### src/rtl/io_pkg.sv
// Shared types and default timing constants for the board-input front end.
package io_pkg;

    typedef enum logic [1:0] {
        IDLE,
        PRESS_WAIT,
        HELD,
        RELEASE_WAIT
    } btn_state_t;

    // 10 ms at 50 MHz, and a 0.5 s auto-repeat period
    localparam int unsigned DEFAULT_DEBOUNCE_CYCLES = 500000;
    localparam int unsigned DEFAULT_REPEAT_CYCLES   = 25000000;

endpackage

### src/rtl/io_input_conditioner_if.sv
// Raw board pins in, conditioned processor-side strobes and levels out.
interface io_input_conditioner_if #(
    parameter int unsigned SW_WIDTH = 10
);

    logic                button0;
    logic                button1;
    logic [SW_WIDTH-1:0] switches;
    logic                port0_en;
    logic                port1_en;
    logic                btn0_level;
    logic                btn1_level;
    logic [SW_WIDTH-1:0] switches_out;

    modport master (
        output button0, button1, switches,
        input  port0_en, port1_en, btn0_level, btn1_level, switches_out
    );

    modport slave (
        input  button0, button1, switches,
        output port0_en, port1_en, btn0_level, btn1_level, switches_out
    );

endinterface

### src/rtl/button_debouncer.sv
// Synchronizer + press/release qualification FSM for one active-low pushbutton.
// Optional auto-repeat of the press pulse when BTN_AUTOREPEAT_EN is defined.
module button_debouncer
    import io_pkg::*;
#(
    parameter int unsigned DEBOUNCE_CYCLES = DEFAULT_DEBOUNCE_CYCLES
`ifdef BTN_AUTOREPEAT_EN
    , parameter int unsigned REPEAT_CYCLES = DEFAULT_REPEAT_CYCLES
`endif
) (
    input  logic clk,
    input  logic rst,
    input  logic raw,
    output logic pulse,
    output logic level
);

    localparam int unsigned     CNT_W   = $clog2(DEBOUNCE_CYCLES) + 1;
    localparam logic [CNT_W-1:0] CNT_MAX = CNT_W'(DEBOUNCE_CYCLES - 1);

    logic sync1, s;

    // Synchronizer resets to the released level so reset never looks like a press
    always_ff @(posedge clk or negedge rst) begin
        if (!rst) begin
            sync1 <= 1'b1;
            s     <= 1'b1;
        end else begin
            sync1 <= raw;
            s     <= sync1;
        end
    end

    btn_state_t       state, state_next;
    logic [CNT_W-1:0] cnt, cnt_next;
    logic             accept;
    logic             pulse_next;

    always_comb begin
        state_next = state;
        cnt_next   = cnt;
        accept     = 1'b0;
        case (state)
            IDLE: begin
                if (!s) begin
                    state_next = PRESS_WAIT;
                    cnt_next   = '0;
                end
            end
            PRESS_WAIT: begin
                if (s) begin
                    state_next = IDLE;
                    cnt_next   = '0;
                end else if (cnt == CNT_MAX) begin
                    state_next = HELD;
                    accept     = 1'b1;
                end else begin
                    cnt_next = cnt + CNT_W'(1);
                end
            end
            HELD: begin
                if (s) begin
                    state_next = RELEASE_WAIT;
                    cnt_next   = '0;
                end
            end
            RELEASE_WAIT: begin
                if (!s) begin
                    state_next = HELD;
                end else if (cnt == CNT_MAX) begin
                    state_next = IDLE;
                end else begin
                    cnt_next = cnt + CNT_W'(1);
                end
            end
            default: begin
                state_next = IDLE;
                cnt_next   = '0;
            end
        endcase
    end

`ifdef BTN_AUTOREPEAT_EN
    localparam int unsigned     RPT_W   = $clog2(REPEAT_CYCLES) + 1;
    localparam logic [RPT_W-1:0] RPT_MAX = RPT_W'(REPEAT_CYCLES - 1);

    logic [RPT_W-1:0] rcnt, rcnt_next;
    logic             repeat_hit;

    // A release bounce back to HELD keeps the repeat phase; only acceptance or IDLE clears it
    always_comb begin
        rcnt_next  = rcnt;
        repeat_hit = 1'b0;
        if (state == HELD || state == RELEASE_WAIT) begin
            if (rcnt == RPT_MAX) begin
                repeat_hit = 1'b1;
                rcnt_next  = '0;
            end else begin
                rcnt_next = rcnt + RPT_W'(1);
            end
        end
        if (accept || state_next == IDLE) begin
            rcnt_next = '0;
        end
    end

    always_ff @(posedge clk or negedge rst) begin
        if (!rst) rcnt <= '0;
        else      rcnt <= rcnt_next;
    end

    assign pulse_next = accept | repeat_hit;
`else
    assign pulse_next = accept;
`endif

    always_ff @(posedge clk or negedge rst) begin
        if (!rst) begin
            state <= IDLE;
            cnt   <= '0;
            pulse <= 1'b0;
            level <= 1'b0;
        end else begin
            state <= state_next;
            cnt   <= cnt_next;
            pulse <= pulse_next;
            level <= (state_next == HELD) || (state_next == RELEASE_WAIT);
        end
    end

endmodule

### src/rtl/io_input_conditioner.sv
// Synchronizes and debounces two pushbuttons and the slide switches ahead of the processor.
// BTN_AUTOREPEAT_EN enables auto-repeat of the button load pulses.
module io_input_conditioner
    import io_pkg::*;
#(
    parameter int unsigned DEBOUNCE_CYCLES = DEFAULT_DEBOUNCE_CYCLES,
    parameter int unsigned SW_WIDTH        = 10,
    parameter int unsigned REPEAT_CYCLES   = DEFAULT_REPEAT_CYCLES
) (
    input logic clk,
    input logic rst,
    io_input_conditioner_if.slave bus
);

    if (DEBOUNCE_CYCLES < 1 || REPEAT_CYCLES < 1) begin : g_param_check
        $error("io_input_conditioner: DEBOUNCE_CYCLES and REPEAT_CYCLES must be >= 1");
    end

    logic p0, p1, l0, l1;

`ifdef BTN_AUTOREPEAT_EN
    button_debouncer #(.DEBOUNCE_CYCLES(DEBOUNCE_CYCLES), .REPEAT_CYCLES(REPEAT_CYCLES)) u_btn0 (
        .clk(clk), .rst(rst), .raw(bus.button0), .pulse(p0), .level(l0)
    );
    button_debouncer #(.DEBOUNCE_CYCLES(DEBOUNCE_CYCLES), .REPEAT_CYCLES(REPEAT_CYCLES)) u_btn1 (
        .clk(clk), .rst(rst), .raw(bus.button1), .pulse(p1), .level(l1)
    );
`else
    button_debouncer #(.DEBOUNCE_CYCLES(DEBOUNCE_CYCLES)) u_btn0 (
        .clk(clk), .rst(rst), .raw(bus.button0), .pulse(p0), .level(l0)
    );
    button_debouncer #(.DEBOUNCE_CYCLES(DEBOUNCE_CYCLES)) u_btn1 (
        .clk(clk), .rst(rst), .raw(bus.button1), .pulse(p1), .level(l1)
    );
`endif

    assign bus.port0_en   = p0;
    assign bus.port1_en   = p1;
    assign bus.btn0_level = l0;
    assign bus.btn1_level = l1;

    localparam int unsigned     CNT_W   = $clog2(DEBOUNCE_CYCLES) + 1;
    localparam logic [CNT_W-1:0] CNT_MAX = CNT_W'(DEBOUNCE_CYCLES - 1);

    logic [SW_WIDTH-1:0] sw_sync1, sw_s, cand, sw_out;
    logic [CNT_W-1:0]    scnt;

    // One shared qualifier: any bit change restarts the whole vector's stability window
    always_ff @(posedge clk or negedge rst) begin
        if (!rst) begin
            sw_sync1 <= '0;
            sw_s     <= '0;
            cand     <= '0;
            scnt     <= '0;
            sw_out   <= '0;
        end else begin
            sw_sync1 <= bus.switches;
            sw_s     <= sw_sync1;
            if (sw_s != cand) begin
                cand <= sw_s;
                scnt <= '0;
            end else if (scnt == CNT_MAX) begin
                sw_out <= cand;
            end else begin
                scnt <= scnt + CNT_W'(1);
            end
        end
    end

    assign bus.switches_out = sw_out;

endmodule

### src/flat_wrapper.sv
// flat-port wrapper written by rule: the top's interface ports become plain ports
module io_input_conditioner_flat import io_pkg::*;
#(
    parameter int unsigned DEBOUNCE_CYCLES = DEFAULT_DEBOUNCE_CYCLES,
    parameter int unsigned SW_WIDTH        = 10,
    parameter int unsigned REPEAT_CYCLES   = DEFAULT_REPEAT_CYCLES
)
  (clk, rst, bus_button0, bus_button1, bus_switches, bus_port0_en, bus_port1_en, bus_btn0_level, bus_btn1_level, bus_switches_out);
  io_input_conditioner_if #(.SW_WIDTH(SW_WIDTH)) bus_i ();
  input logic clk;
  input logic rst;
  input wire logic [$bits(bus_i.button0)-1:0] bus_button0;
  input wire logic [$bits(bus_i.button1)-1:0] bus_button1;
  input wire logic [$bits(bus_i.switches)-1:0] bus_switches;
  output wire logic [$bits(bus_i.port0_en)-1:0] bus_port0_en;
  output wire logic [$bits(bus_i.port1_en)-1:0] bus_port1_en;
  output wire logic [$bits(bus_i.btn0_level)-1:0] bus_btn0_level;
  output wire logic [$bits(bus_i.btn1_level)-1:0] bus_btn1_level;
  output wire logic [$bits(bus_i.switches_out)-1:0] bus_switches_out;
  assign bus_i.button0 = bus_button0;
  assign bus_i.button1 = bus_button1;
  assign bus_i.switches = bus_switches;
  assign bus_port0_en = bus_i.port0_en;
  assign bus_port1_en = bus_i.port1_en;
  assign bus_btn0_level = bus_i.btn0_level;
  assign bus_btn1_level = bus_i.btn1_level;
  assign bus_switches_out = bus_i.switches_out;
  io_input_conditioner #(.DEBOUNCE_CYCLES(DEBOUNCE_CYCLES), .SW_WIDTH(SW_WIDTH), .REPEAT_CYCLES(REPEAT_CYCLES)) u_core (.clk(clk), .rst(rst), .bus(bus_i));
endmodule
### config.mk
export PLATFORM = sky130hd
export DESIGN_NAME = io_input_conditioner_flat
export DESIGN_NICKNAME = d
export VERILOG_FILES = /design/src/rtl/io_pkg.sv /design/src/rtl/io_input_conditioner_if.sv /design/src/rtl/button_debouncer.sv /design/src/rtl/io_input_conditioner.sv /design/src/flat_wrapper.sv
export SDC_FILE = /design/constraint.sdc
export NUM_CORES = 1
export LEC_CHECK = 0
export ABC_AREA = 1
export CAP_MARGIN = 20
export CORE_ASPECT_RATIO = 1.1
export CORE_MARGIN = 4
export CORE_UTILIZATION = 45
export CTS_CLUSTER_DIAMETER = 80
export DETAILED_ROUTE_END_ITERATION = 6
export PLACE_DENSITY_LB_ADDON = 0.12
export SETUP_SLACK_MARGIN = 0.2
export SLEW_MARGIN = 20
export SYNTH_ARGS = -nofsm -noshare
export SYNTH_HDL_FRONTEND = slang
export SYNTH_SLANG_ARGS = --single-unit
export TNS_END_PERCENT = 20
### constraint.sdc
create_clock -name clk -period 4.25 [get_ports clk]
set_clock_uncertainty 0.2 [all_clocks]
set_input_delay 0.6375 -clock clk [delete_from_list [all_inputs] [get_ports clk]]
set_output_delay 0.6375 -clock clk [all_outputs]
set_load 0.05 [all_outputs]
==> results of run 1 <==
power breakdown:
| group | switching (µW) | leakage, µW | total [µW] | internal [µW] |
|---|---|---|---|---|
| Combinational | 57.6 | 0.00129 | 86.4 | 28.8 |
| Sequential | 14.3 | 0.00147 | 1100 | 1090 |
| Clock | 427 | 0.000148 | 845 | 417 |
| Total | 499 | 0.00291 | 2030 | 1530 |
through the flow:
| step | std cells | setup WS, ns |
|---|---|---|
| after global routing | 921 | 1.83 |
| after global placement | 905 | 2.18 |
| final | 921 | 1.89 |
| after CTS | 921 | 1.86 |
| after floorplan | 737 | 2.60 |
| after detailed placement | 905 | 2.14 |
placed cells by master (no fill, tap or decap), drive strengths merged:
master         synthesis  final
a21boi                 1      1
a21oi                 19     19
and3                   1      1
buf                    5      4
clkbuf                11      9
clkdlybuf4s50          0     26
clkinv                 1      3
dfrtp                108    108
dfstp                  4      4
ha                     3      3
inv                  108    113
nand2                204    204
nand3                 68     68
nand4                 18     18
nor2                 113    113
nor3                  11     11
nor3b                  1      1
o211ai                 1      1
o21ai                 37     37
o22ai                 10     10
or2                    5      5
xnor2                  1      1
xor2                   7      7
synth_stat cells, types with 2 or more instances:
master,number,area share
o21ai_1,3,0.0027
a21oi_1,19,0.017
buf_2,2,0.0018
nor3_1,10,0.0089
buf_6,2,0.0040
nor2_4,7,0.014
o22ai_1,10,0.011
inv_1,106,0.071
dfstp_2,4,0.019
nor2_2,5,0.0056
nand2_1,197,0.13
nor2_1,101,0.067
nand2_2,7,0.0078
o21ai_0,29,0.026
nand4_1,18,0.020
dfrtp_1,108,0.48
clkbuf_1,11,0.0073
o21ai_2,5,0.0078
nand3_1,65,0.058
or2_2,5,0.0056
ha_1,3,0.0067
nand3_2,3,0.0053
inv_2,2,0.0013
xor2_1,7,0.011
how the worst max path moves through the flow:
stage | startpoint | end | slack [ns] | depth (start not counted)
3_3_place_gp | u_core.cand[8] | u_core.bus.switches_out[3] | 2.18 | 8
5_1_grt | u_core.bus.switches_out[0] | bus_switches_out[0] | 1.83 | 1
4_1_cts | u_core.bus.switches_out[0] | bus_switches_out[0] | 1.86 | 1
6_report | u_core.bus.switches_out[0] | bus_switches_out[0] | 1.89 | 1
3_5_place_dp | u_core.cand[8] | u_core.bus.switches_out[8] | 2.14 | 8
2_1_floorplan | u_core.u_btn0.cnt[0] | u_core.u_btn0.cnt[14] | 2.60 | 8
layer usage:
| layer | GRT usage | share of wire | up-vias |
|---|---|---|---|
| met2 | 0.285 | 0.49 | 71 |
| li1 | - | - | 2375 |
| met4 | 0.0685 | 0.018 | 0 |
| met3 | 0.0275 | 0.030 | 12 |
| met1 | 0.224 | 0.46 | 2175 |
| met5 | 0 | 0 | - |
cell families (layout without fill, tap and decap cells):
kind of cell,count (synthesis),after routing,share of synthesized area
AO/OA/AOI/OAI,68,68,0.0669
XOR/XNOR,8,8,0.0125
adder cells (fa/ha/maj),3,3,0.00667
buffers and inverters,125,155,0.0871
flip-flops,112,112,0.499
AND/OR/NAND/NOR,421,421,0.328
layout make-up:
class                           count  area [µm²]
Clock buffer                        9         225
Multi-Input combinational cell    500        2330
Sequential cell                   112        2810
Clock inverter                      7        67.6
Fill cell                        1150        5820
Inverter                          109         409
Tap cell                          154         193
Timing Repair Buffer               30         290
flip-flops by register name, indices dropped and copies added (netlist names), 2 cells and up:
name,count
u_core.scnt,20
u_core.u_btn0.cnt,20
u_core.u_btn1.cnt,20
u_core.bus.switches_out,10
u_core.cand,10
u_core.sw_s,10
u_core.sw_sync1,10
u_core.u_btn0.state,2
u_core.u_btn1.state,2
==> flow_summary.toml, run 1 <==
[power_and_ir_drop]
p_per_area_nw_per_um2 = 322
p_leak_uw = 0.00291
ir_drop_mv = 0.172
finalPower_uw = 2030

[clocking]
max-clock-path-buffers = 2
tritoncts = "built"
htreeDepth = 3
postCtsHoldBufs = 0
cts_buffers = 9
cts_setup_buffers = 0
cts_resized = 0
insertion_delay_ns = 0.36
clock-root-buffer = "clkbuf_16"
clock_sinks = 112
clkTransAtPathRegs_ns = 0.08

[drt]
routed_wl_mm = 11.5
drc = 0
vias_per_cell = 5.03
ant_nets = 0
drt_pass1_iterations = 4
initialDrtViolationCount = 265
routedWlPerCell_um = 12.5
routed-via-count = 4633

[cells_and_area]
drive_gt1_frac = 0.0769
antenna_cells = 0
area_growth_pct = 12.3
final_cell_area_um2 = 6320
nets = 779
utilization = 0.521

[floorplanning]
initial_core_util = 0.464
rows = 42
dieArea_um2 = 14400
die_y_um = 125
fp.dieW_um = 115
ioPinCount = 28
core_region_area_um2 = 12100

[logic_synthesis]
async_flop_share = 1.00
synth_cell_types = 32
synth_cells = 737
postSynthAreaPerCell_um2 = 7.64
ys.flop_type = "dfrtp_1"
yosys_warnings = 0
seq_area_frac_synth = 0.499
synth.ff_latch_count = 112
synth_nets = 754
syn_area_um2 = 5630
synth_edf_count = 0

[worst_setup_path]
slowest_delay_ns = 0.80
worstPathRequired_ns = 3.41
path_max_fanout = 2
cp_slowest_cell = "clkdlybuf4s50_1"
path_buf_inv = 1
path_cells = "clkdlybuf4s50_1"
r2r-start = "u_core.cand[8]"
r2r_end = "u_core.bus.switches_out[8]"
worstSetupEndpointType = "primary output"
start_kind = "flop"
ff2ff_path_depth = 8
crit_family = "buffers and inverters"
r2r_slack_ns = 2.15
worstPathArrival_ns = 1.52
critPathKind = "flop to primary output"

[placement]
port_buffers = 27
place_area_um2 = 6030
dpl.hpwl_mm = 8.29
place_congestion = 0.879

[global_route]
antenna_found_initial = 0
grt_first_pass_wirelength_mm = 20.3
grt_overflow = 0
grt_pass1_vias = 4526
grt_util_all_layers = 0.172
grt_max_degree = 54

[timing]
rsz0062_at_grt = "no"
fin_crit_ns = 2.36
hold_ws_ns = 0.102
tns_ns = 0
clock.fmax_mhz = 424
tightest_slew_ns = 0.734
finalHoldViolCount = 0
period_share = 0.555
maxSlewHeadroom = 0.511
setup_viol = 0
final-max-slew-violation-count = 0

[status]
status = "finished clean"

[min_path]
hp-class = "input port to async pin"

[job]
maxCapViolations = 0
No activity file was read; power rests on OpenSTA's default activity.
==> run 2: changes to the inputs <==
==> constraint.sdc (replaced) <==
create_clock -name clk -period 2.35 [get_ports clk]
set_clock_uncertainty 0.2 [all_clocks]
set_input_delay 0.3525 -clock clk [delete_from_list [all_inputs] [get_ports clk]]
set_output_delay 0.3525 -clock clk [all_outputs]
set_load 0.05 [all_outputs]
==> flow_summary.toml, run 2 (synthesis gave the netlist of run 1 again) <==
[status]
status = "finished clean"

[global_route]
grt_pass1_vias = 4374
grt_first_pass_wirelength_mm = 20.4
grt_overflow = 0
grt_max_degree = 37
grt_util_all_layers = 0.173
antenna_found_initial = 0

[placement]
dpl.hpwl_mm = 8.30
place_congestion = 0.850
port_buffers = 27
dp_slack_ns = 0.473

[cells_and_area]
largestRegisters = "u_core.scnt: 20 flops, u_core.u_btn0.cnt: 20 flops, u_core.u_btn1.cnt: 20 flops"
final_common_cell = "nand2_1"
antenna_cells = 0
drive_gt1_frac = 0.0827
utilization = 0.528
seq_area_um2 = 2810
nets = 786
multi_input_area_um2 = 2330
nFillCells = 1151
final_cell_mix = "197 x nand2_1, 108 x dfrtp_1, 106 x inv_1"
area_growth_pct = 13.9

[worst_setup_path]
path_buf_inv = 1
worstPathRequired_ns = 1.80
slowest_delay_ns = 0.82
critPathKind = "flop to primary output"
crit_family = "buffers and inverters"
ff2ff_path_depth = 7
cp.depth = 1
start_kind = "flop"
cp_slowest_cell = "clkdlybuf4s50_1"
path_max_fanout = 2
path_cells = "clkdlybuf4s50_1"
worstSetupEndpointType = "primary output"
worstPathArrival_ns = 1.54

[clocking]
tritoncts = "built"
insertion_delay_ns = 0.36
max-clock-path-buffers = 2
htreeDepth = 3
clock-root-buffer = "clkbuf_16"
cts_buffers = 9
clock_sinks = 112
clkTransAtPathRegs_ns = 0.08

[drt]
vias_per_cell = 5.02
routed_wl_mm = 11.4
drt_pass1_iterations = 5
initialDrtViolationCount = 309
ant_nets = 0
routed-via-count = 4662
drc = 0
routedWlPerCell_um = 12.3

[floorplanning]
fp.dieW_um = 115
ioPinCount = 28
core_region_area_um2 = 12100
dieArea_um2 = 14400
initial_core_util = 0.464
die_y_um = 125
rows = 42

[min_path]
hp-class = "flop to flop"
hold_path_depth = 0

[timing]
clock.fmax_mhz = 477
fin_crit_ns = 2.09
finalHoldViolCount = 0
maxSlewHeadroom = 0.661
finalWorstSetupSlack_ns = 0.255
tightest_slew_ns = 0.507
rsz0062_at_grt = "no"
period_share = 0.891
tns_ns = 0
final-max-slew-violation-count = 0
setup_viol = 0

[power_and_ir_drop]
ir_drop_mv = 0.458
p_leak_uw = 0.00297
p_per_area_nw_per_um2 = 573

[job]
maxCapViolations = 0
-- run 2: worst register-to-register path, delay by kind of cell (launching register included) --
kind / cells / cell delay [ns]
flip-flops: 1 / 0.54
buffers and inverters: 2 / 0.30
AO/OA/AOI/OAI: 1 / 0.16
AND/OR/NAND/NOR: 3 / 0.38
XOR/XNOR: 1 / 0.24
-- run 2: per-stage QoR --
stage | hold WS (ns) | power (µW) | area [µm²] | cells
3_3_place_gp | 0.133 | 2200 | 6110 | 911
6_report | 0.151 | 3670 | 6410 | 928
3_5_place_dp | 0.135 | 2210 | 6110 | 911
2_1_floorplan | -0.143 | 2110 | 5630 | 737
4_1_cts | 0.153 | 3740 | 6410 | 928
5_1_grt | 0.158 | 3830 | 6410 | 928
-- run 2: repair_timing --
item | in CTS | in global routing
hold endpoints to repair | 31 | 0
endpoints found under the setup margin | 0 | 1
setup buffers | 0 | 0
hold buffers | 1 | 0
gates resized for setup | 0 | 1
-- run 2: path summary, 6_finish.rpt --
kind,startpoint,slack [ns],to
worst max-delay path,u_core.bus.switches_out[8],0.26,bus_switches_out[8]
worst min-delay path,u_core.sw_sync1[8],0.15,u_core.sw_s[8]
worst max register to register,u_core.u_btn1.s,0.45,u_core.u_btn1.cnt[5]
worst min register to register,u_core.sw_sync1[8],0.15,u_core.sw_s[8]
max in group asynchronous,rst,1.01,u_core.u_btn1.sync1
min in group asynchronous,rst,0.29,u_core.sw_sync1[2]
-- run 2: where the power goes --
group          total (µW)  internal (µW)  switching (µW)
combinational         169           63.2             106
clock                1510            751             760
sequential           1990           1970            25.7
-- run 2: area by class of cell --
| class | count | share of cell area |
|---|---|---|
| Sequential cell | 112 | 0.438 |
| Inverter | 109 | 0.0638 |
| Clock buffer | 10 | 0.0357 |
| Multi-Input combinational cell | 500 | 0.363 |
| Clock inverter | 6 | 0.00917 |
| Timing Repair Buffer | 37 | 0.0601 |
| Tap cell | 154 | 0.0300 |
-- run 2: per-layer routing --
metal	GRT usage	vias to the layer above	routed length [µm]
li1	-	2385	-
met1	0.246	2184	5450
met2	0.263	79	5290
met3	0.0300	14	444
met4	0.0671	0	206
met5	0	-	0
